`src/rtl/lfsr_sync_checker_sat_counter.sv`:
```
// Saturating up-counter with synchronous clear; the count changes on the edge after inc/clear.
// No backpressure: inc is taken every cycle it is high, and the counter parks at all-ones.
module lfsr_sat_counter #(
  parameter int W = 8
) (
  input  logic         clk,
  input  logic         reset,
  input  logic         clear,
  input  logic         inc,
  output logic [W-1:0] cnt
);

  always_ff @(posedge clk or posedge reset) begin
    if (reset) begin
      cnt <= '0;
    end else if (clear) begin
      cnt <= '0;
    end else if (inc && (cnt != {W{1'b1}})) begin
      cnt <= cnt + 1'b1;
    end
  end

endmodule

```
`config.mk`:
```
export PLATFORM = sky130hd
export DESIGN_NAME = lfsr_sat_counter
export DESIGN_NICKNAME = d
export VERILOG_FILES = /design/src/rtl/lfsr_sync_checker_sat_counter.sv
export SDC_FILE = /design/constraint.sdc
export NUM_CORES = 1
export LEC_CHECK = 0
export ABC_CLOCK_PERIOD_IN_PS = 4300
export BUFFER_PORTS_ARGS = -buffer_cell sky130_fd_sc_hd__buf_2
export CORE_AREA = 2 2 39 41
export DETAILED_ROUTE_END_ITERATION = 16
export DIE_AREA = 0 0 41 43
export GPL_ROUTABILITY_DRIVEN = 1
export GPL_TIMING_DRIVEN = 0
export SETUP_SLACK_MARGIN = 0.05
export SYNTH_ARGS = -nofsm -noshare
export SYNTH_HDL_FRONTEND = slang
export SYNTH_SLANG_ARGS = --single-unit
export TNS_END_PERCENT = 30
```
`constraint.sdc`:
```
create_clock -name clk -period 4.3 [get_ports clk]
set_input_delay 0.215 -clock clk [delete_from_list [all_inputs] [get_ports clk]]
set_output_delay 0.215 -clock clk [all_outputs]
set_load 0.02 [all_outputs]
```
==> flow_summary.ini <==
[status]
status = finished clean

[cells_and_area]
largest_register_ffs = 8
multiInputGateArea_um2 = 282
reg.largest.list = cnt: 8 flops
antennaDiodeCount = 0
area_delta_synth_final_pct = 20.3
regMostFlops = cnt
drive_gt1_frac = 0.349
final_cell_area_um2 = 607
fillers = 148
regArea_um2 = 200
fin_nets = 70

[synthesis]
synth-edff-count = 0
yosysSeqAreaShare = 0.397
synth-main-ff-cell = dfrtp_1
netlist_area_um2 = 504
yosysTopAreaCell = dfrtp_1
syn_nets = 54
ys_types = 25
ys_top_cells_by_count = dfrtp_1, mux2_4, nand2_1, nor2_1, nor2b_1
synth_top_area_frac = 0.397
ys_warn_count = 0
synth_cells = 49
syn_avg_cell_area_um2 = 10.3
post-synth-top-count-cell = dfrtp_1
postSynth.asyncResetShare = 1.00
synth-seq-cells = 8
yosys-top-cells-area = dfrtp_1, mux2_4, nor2b_1

[timing]
fin_hold_ws_ns = 0.328
final-hold-violation-count = 0
finalSetupViolCount = 0
min_period_ns = 1.67
grt_setup_unrepaired = no
worstMarginPinSlew_ns = 0.399
timing.final.ws_setup_ns = 2.63
fin_skew_ns = 0.00755
fmax_mhz = 601
fin_setup_tns_ns = 0
fin_crit_sh = 0.387
finalMaxSlewViolations = 0
slew-limit-headroom = 0.734

[worst_setup_path]
critical_path.cell_chain = ha_1, and3_1, a211oi_2, mux2_4
crit_arrival_ns = 1.80
cp-end-kind = register
rrSetupSlack_ns = 2.63
critical_path.max_stage_delay_ns = 0.43
start_kind = register
critical_path.slowest_cell = dfrtp_1
cp.required_ns = 4.44
crit_fanout = 5
critPathKind = reg -> reg

[drt]
wl_per_cell_um = 12.6
detail_route.iter0.violations = 6
ant_nets = 0
vias = 414
drt-total-wl_um = 997
drc = 0
viasPerCell = 5.24
dr.pass1.iters = 3

[global_routing]
gr-total-overflow = 0
groute.usage.overall = 0.144
grt_antenna_before_repair = 0
grt_max_degree = 11
grt_pass1_wl_um = 1660
grt_pass1_vias = 389

[min_path]
hold_path.class = in -> reg

[power]
fin_total_pwr_uw = 153
powerDensity_mw_per_mm2 = 252
irDropWorstVdd_mv = 0.124
p_leak_uw = 0.000310

[place]
dpl.hpwl_um = 751
placed_cell_area_um2 = 574
routabilityCongestion = 0.709
port_buffers = 10
post-place-ws_ns = 2.67

[cts]
clk_latency_ns = 0.25
cts_tree = built
root_buffer = clkbuf_4
clkTransAtPathRegs_ns = 0.06
post-cts-setup-buffers = 0
cts.repair.resized = 0
htree_levels = 1
clk_path_buf_depth = 2
cts.sinks = 8
numCtsBuffers = 3

[floorplan]
start_util = 0.364
core_mm2 = 0.00138
die_w_um = 41
die_area_mm2 = 0.00176
die_y_um = 43
ios = 12
num_rows = 14

[job]
max_cap_violations = 0
[cell type report]
cell class | count | share of cell area
Buffer | 2 | 0.0247
Tap cell | 16 | 0.0330
Clock buffer | 3 | 0.0371
Timing Repair Buffer | 11 | 0.0990
Inverter | 2 | 0.0124
Multi-Input combinational cell | 37 | 0.464
Sequential cell | 8 | 0.330
[cells by family after synthesis]
family                   share of synthesized area
AO/OA/AOI/OAI                                0.156
adder cells (fa/ha/maj)                     0.0248
buffers and inverters                       0.0447
flip-flops                                   0.397
AND/OR/NAND/NOR                              0.238
multiplexers                                 0.139
[path summary, 6_finish.rpt]
check,cells after the start,to,startpoint
setup reg to reg,4,cnt[5]$_DFFE_PP0P_,cnt[0]$_DFFE_PP0P_
min in group asynchronous,3,cnt[0]$_DFFE_PP0P_,reset
max in group asynchronous,3,cnt[7]$_DFFE_PP0P_,reset
setup / recovery,4,cnt[5]$_DFFE_PP0P_,cnt[0]$_DFFE_PP0P_
hold / removal,3,cnt[2]$_DFFE_PP0P_,inc
hold reg to reg,2,cnt[1]$_DFFE_PP0P_,cnt[1]$_DFFE_PP0P_
[worst max-delay path: cells and delay by family (launching register included)]
kind / cells / cell delay [ns]
flops: 1 / 0.43
compound gates: 1 / 0.28
mux: 1 / 0.32
simple gates: 1 / 0.25
fa+ha+maj: 1 / 0.27
[stage by stage]
stage | utilization | std cells
after floorplan | - | 49
after global placement | 0.415 | 75
after detailed placement | 0.415 | 75
after CTS | 0.439 | 79
after global routing | 0.439 | 79
final | 0.439 | 79
[power by group]
part           switching [µW]  internal [µW]  total (µW)
registers                2.39           77.2        79.6
clock network            24.7           31.9        56.5
logic                    9.90           7.01        16.9
total                    37.0            116         153
[cell usage in the layout (no fill, tap or decap), drive strengths merged]
master / n
a211oi: 1
nand4: 2
and4: 1
nand2: 4
inv: 2
mux2i: 1
nand3: 2
nor2: 4
o211a: 1
nand4b: 1
clkbuf: 4
o311a: 1
a21oi: 4
o21bai: 1
nor3: 1
nor2b: 4
and2b: 1
ha: 1
dlygate4sd3: 1
buf: 11
and3: 1
mux2: 4
a21boi: 1
dfrtp: 8
nand2b: 1
[what timing repair did]
item / CTS / global route
hold endpoints to repair: 8 / 0
hold buffers: 1 / 0
setup endpoints to repair: 0 / 0
[routing by layer]
layer	track usage	vias up	part of all wire	wire length (µm)
met5	0	-	0	0
li1	-	206	-	-
met1	0.167	199	0.45	445
met4	0.0600	0	0.0090	9
met2	0.213	7	0.49	484
met3	0.0785	2	0.057	57
Note: power is estimated with default switching activity, not from simulation.
